### config.mk
export PLATFORM = sky130hd
export DESIGN_NAME = fetch_arb
export DESIGN_NICKNAME = d
export VERILOG_FILES = /design/src/rtl/fetch_arb.sv
export SDC_FILE = /design/constraint.sdc
export NUM_CORES = 1
export LEC_CHECK = 0
export BUFFER_PORTS_ARGS = -buffer_cell sky130_fd_sc_hd__buf_2
export CAP_MARGIN = 20
export CORE_MARGIN = 2
export CORE_UTILIZATION = 40
export CTS_CLUSTER_DIAMETER = 40
export DETAILED_ROUTE_END_ITERATION = 7
export PLACE_DENSITY = 0.77
export SLEW_MARGIN = 0
export SYNTH_ARGS = -nofsm -noshare
export SYNTH_HDL_FRONTEND = slang
export SYNTH_SLANG_ARGS = --single-unit
### constraint.sdc
create_clock -name clk -period 1.45 [get_ports clk]
set_input_delay 0.29 -clock clk [delete_from_list [all_inputs] [get_ports clk]]
set_output_delay 0.29 -clock clk [all_outputs]
set_load 0.005 [all_outputs]
### src/rtl/fetch_arb.sv
// Round-robin arbiter that shares one line-fetch/writeback engine between cache
// controllers. It latches the winner's command and holds one transaction in flight.
module fetch_arb #(
  parameter int addr_width = 32,
  parameter int list_depth = 4,
  parameter int num_req    = 2,
  localparam int TW = (list_depth > 1) ? $clog2(list_depth) : 1,
  localparam int IW = (num_req > 1) ? $clog2(num_req) : 1
) (
  input  logic                          clk,
  input  logic                          rst_n,
  input  logic [num_req-1:0]            rq_req,
  input  logic [2*num_req-1:0]          rq_cmd,
  input  logic [TW*num_req-1:0]         rq_tag,
  input  logic [addr_width*num_req-1:0] rq_addr,
  input  logic [addr_width*num_req-1:0] rq_addr_pre,
  output logic [num_req-1:0]            rq_gnt,
  output logic [num_req-1:0]            rq_done,
  output logic                          eng_req,
  output logic [1:0]                    eng_cmd,
  output logic [TW-1:0]                 eng_tag,
  output logic [addr_width-1:0]         eng_addr,
  output logic [addr_width-1:0]         eng_addr_pre,
  input  logic                          eng_gnt,
  input  logic                          eng_done,
  output logic                          busy,
  output logic [IW-1:0]                 owner,
  output logic                          proto_err
);

  typedef enum logic [1:0] {IDLE, ISSUE, WAIT_DONE, NOP_DONE} state_e;

  state_e                  state_q, state_d;
  logic [IW-1:0]           last_q, last_d;
  logic [IW-1:0]           owner_q, owner_d;
  logic [1:0]              cmd_q, cmd_d;
  logic [TW-1:0]           tag_q, tag_d;
  logic [addr_width-1:0]   addr_q, addr_d;
  logic [addr_width-1:0]   addr_pre_q, addr_pre_d;
  logic                    proto_q, proto_d;

  logic                    any_req;
  logic [IW-1:0]           win;
  logic [1:0]              win_cmd;
  logic [TW-1:0]           win_tag;
  logic [addr_width-1:0]   win_addr;
  logic [addr_width-1:0]   win_addr_pre;

  // First requester set at or after last+1, wrapping; this gives round-robin fairness.
  always_comb begin
    any_req = 1'b0;
    win     = last_q;
    for (int k = 1; k <= num_req; k++) begin
      if (!any_req && rq_req[(int'(last_q) + k) % num_req]) begin
        any_req = 1'b1;
        win     = IW'((int'(last_q) + k) % num_req);
      end
    end
  end

  assign win_cmd      = rq_cmd[2*int'(win) +: 2];
  assign win_tag      = rq_tag[TW*int'(win) +: TW];
  assign win_addr     = rq_addr[addr_width*int'(win) +: addr_width];
  assign win_addr_pre = rq_addr_pre[addr_width*int'(win) +: addr_width];

  // NOTE: every variable gets a default before the case so no path leaves it unassigned (no latches).
  always_comb begin
    state_d    = state_q;
    last_d     = last_q;
    owner_d    = owner_q;
    cmd_d      = cmd_q;
    tag_d      = tag_q;
    addr_d     = addr_q;
    addr_pre_d = addr_pre_q;
    proto_d    = proto_q;
    rq_gnt     = '0;
    rq_done    = '0;
    unique case (state_q)
      IDLE: begin
        if (eng_done) proto_d = 1'b1;
        if (any_req) begin
          rq_gnt[win] = 1'b1;
          owner_d     = win;
          last_d      = win;
          cmd_d       = win_cmd;
          tag_d       = win_tag;
          addr_d      = win_addr;
          addr_pre_d  = win_addr_pre;
          state_d     = (win_cmd == 2'b01 || win_cmd == 2'b10) ? ISSUE : NOP_DONE;
        end
      end
      ISSUE: begin
        // A completion before the engine has even accepted is bogus; flag it and keep the grant.
        if (eng_done) proto_d = 1'b1;
        if (eng_gnt)  state_d = WAIT_DONE;
      end
      WAIT_DONE: begin
        if (eng_done) begin
          rq_done[owner_q] = 1'b1;
          state_d          = IDLE;
        end
      end
      NOP_DONE: begin
        rq_done[owner_q] = 1'b1;
        state_d          = IDLE;
      end
      default: state_d = IDLE;
    endcase
  end

  // NOTE: state uses non-blocking assignments with an async active-low reset.
  always_ff @(posedge clk or negedge rst_n) begin
    if (!rst_n) begin
      state_q    <= IDLE;
      last_q     <= IW'(num_req - 1);
      owner_q    <= '0;
      cmd_q      <= '0;
      tag_q      <= '0;
      addr_q     <= '0;
      addr_pre_q <= '0;
      proto_q    <= 1'b0;
    end else begin
      state_q    <= state_d;
      last_q     <= last_d;
      owner_q    <= owner_d;
      cmd_q      <= cmd_d;
      tag_q      <= tag_d;
      addr_q     <= addr_d;
      addr_pre_q <= addr_pre_d;
      proto_q    <= proto_d;
    end
  end

  assign eng_req      = (state_q == ISSUE);
  assign eng_cmd      = cmd_q;
  assign eng_tag      = tag_q;
  assign eng_addr     = addr_q;
  assign eng_addr_pre = addr_pre_q;
  assign busy         = (state_q != IDLE);
  assign owner        = owner_q;
  assign proto_err    = proto_q;

endmodule
==> results.toml <==
[synth]
synth_top_area_share = 0.480
ys_ff_latch = 73
seq_area_frac_synth = 0.487
synth.distinct_cells = 25
syn_nets = 576
syn_area_per_cell_sq_um = 8.65
netlist_top_cells_area = "dfrtp_1 (48%), a31oi_1 (11%), a21oi_1 (9.6%), nand3_1 (9.2%), o21ai_0 (8.7%)"
synthCells = 434
netlist_area_sq_mm = 0.00375
ys_warn_count = 0
yosysTopAreaCell = "dfrtp_1"

[die]
die_area_sq_mm = 0.0102
start_util = 0.410
num_io_pins = 218
rows = 35
die_w_um = 101
coreArea_sq_mm = 0.00915
die_height_um = 101

[critical_path]
critPathMaxStageDelay_ns = 0.56
start_kind = "register"
cp_data_arrival_time_ns = 1.41
end_kind = "output pin"
crit_buf_inv = 2
crit_type = "reg2out"
critPathTopFamily = "flip-flops"
cp_cell_sequence = "nor2b_4 > buf_6 > nor3_4 > buf_2"
path_max_fanout = 3
slowest_stage = "dfstp_2"
critical_path_required_ns = 1.16

[power]
switching_share = 0.414
seqPwrFrac = 0.324
leakage_nw = 2.63
combPwrFrac = 0.558
ir_worst_vdd_v = 0.000933
p_per_area_mw_per_mm2 = 2020
p_int_w = 0.00673
p_switching_w = 0.00475
clkPwrFrac = 0.118

[clocking]
cts_tree = "yes"
root_buffer = "clkbuf_8"
h-tree-depth = 3
worst_skew_pair.late_latency_ns = 0.33
path_clk_slew_ns = 0.07
cts.sinks = 73
cts_buffers = 9
cts.path.max_buffers = 2

[drt]
vias_per_cell = 5.78
drt_pass1_iterations = 4
wirelength_um = 14100
first_iter_violations = 307
vias = 4434
avgRoutedWirePerCell_um = 18.4
remaining_drc_errors = 0
antenna_left = 0

[grt]
grt_max_degree = 74
antenna_found_initial = 0
grt_overflow = 0
grtUsageTotal = 0.254
grt_pass1_vias = 4155
grt_pass1_wl_um = 20600

[timing]
setup_violations = 72
period_share = 1.17
worstMarginPinSlew_ns = 0.419
fin_tns_setup_ns = -7.21
fmax_mhz = 589
period_needed_ns = 1.70
finalHoldViolations = 0
rsz0062_at_grt = "true"
final-max-slew-violation-count = 0
fin_skew_ns = 0.00915
max_slew_margin = 0.721
setup_ws_ns = -0.248

[placed_design]
dpl.hpwl_um = 8530
io_buffers = 217
finalWeightedCongestion = 0.809
post-place-ws_ns = -0.00779
place_area_sq_mm = 0.00497

[run_status]
violations = "setup timing"
status = "finished with violations"

[run]
cap_violations = 0

[final_layout]
drive_gt1_frac = 0.477
antenna_cells = 0
final_cell_mix = "buf_2 (214), a21oi_1 (72), dfrtp_1 (70), a31oi_1 (68), o21ai_0 (59)"
fin_nets = 793
fin_area_sq_mm = 0.00569
layout_commonest_cell = "buf_2"
areaGrowthSynthToFinish_pct = 51.6

[worst_hold_path]
hp-class = "in2reg"
-- worst paths after layout --
check                               start  cells after the start  slack (ns)               end
worst min-delay path              eng_gnt                      2        0.16        state_q[0]
worst max-delay path               last_q                      4       -0.25         rq_gnt[0]
max in group asynchronous           rst_n                      3        0.59       eng_addr[5]
worst max register to register     last_q                      7       -0.17   eng_addr_pre[4]
worst min register to register  proto_err                      1        0.48         proto_err
min in group asynchronous           rst_n                      3        0.49  eng_addr_pre[14]
-- cells in the mapped netlist --
cell,count
and2_1,2
buf_1,2
nor3_1,1
or2_1,1
o21ba_2,1
dfrtp_1,72
nand2b_1,2
clkbuf_2,6
buf_2,7
o21ai_1,6
a31oi_1,69
a21oi_1,72
nand3_1,69
o31ai_1,1
clkbuf_1,30
a21o_1,1
nor2b_1,2
buf_6,9
dfstp_2,1
nand2_1,2
xnor2_1,2
buf_4,2
o21ai_0,65
inv_1,4
nor2_1,5
-- metrics by stage --
step | power (W) | std cells | util | hold WS, ns
6_report | 0.0115 | 767 | 0.622 | 0.165
4_1_cts | 0.0107 | 755 | 0.577 | 0.145
3_3_place_gp | 0.00882 | 731 | 0.543 | 0.335
2_1_floorplan | 0.00677 | 434 | - | -0.00559
5_1_grt | 0.0123 | 767 | 0.622 | 0.170
3_5_place_dp | 0.00901 | 731 | 0.543 | 0.337
-- kinds of logic after synthesis --
logic type,count (synthesis),synth area share
xor+xnor,2,0.00467
buf+inv,60,0.0843
simple gates,84,0.112
flops,73,0.487
compound gates,215,0.312
-- state kept, by name, summed over array words and instances, names as in the netlist --
register and cells:
owner 1, last_q 1, proto_err 1, eng_tag 2, eng_addr_pre 32, eng_addr 32
eng_cmd 2, state_q 2
-- timing repair --
action / CTS / global route
setup buffers: 8 / 6
pin swaps: 5 / 45
endpoints found under the setup margin: 14 / 75
endpoints found under the hold margin: 72 / 0
hold buffers: 1 / 0
gates cloned: 1 / 8
gates resized for setup: 28 / 46
-- layer usage --
| layer | vias to the layer above | track usage | share of wire |
|---|---|---|---|
| met4 | 0 | 0.0991 | 0.021 |
| met5 | - | 0 | 0 |
| met3 | 28 | 0.0451 | 0.080 |
| met2 | 245 | 0.432 | 0.50 |
| li1 | 2052 | - | - |
| met1 | 2109 | 0.322 | 0.40 |
-- power groups by stage --
stage | sequential [W] | combinational, W | clock [W]
after floorplan | 0.00374 | 0.00303 | 0
after global placement | 0.00371 | 0.00511 | 0
after detailed placement | 0.00374 | 0.00527 | 0
after CTS | 0.00371 | 0.00562 | 0.00138
after global routing | 0.00383 | 0.00701 | 0.00149
final | 0.00372 | 0.00640 | 0.00135
-- final cells by class --
class	count	area (sq um)
multi-input cells	301	1800
clock buffers	12	135
flip-flops and latches	73	1830
inverters	4	17.5
fillers	803	3460
repair buffers	262	1750
clock inverters	4	20.0
well taps	111	139
No activity file was read; power rests on OpenSTA's default activity.
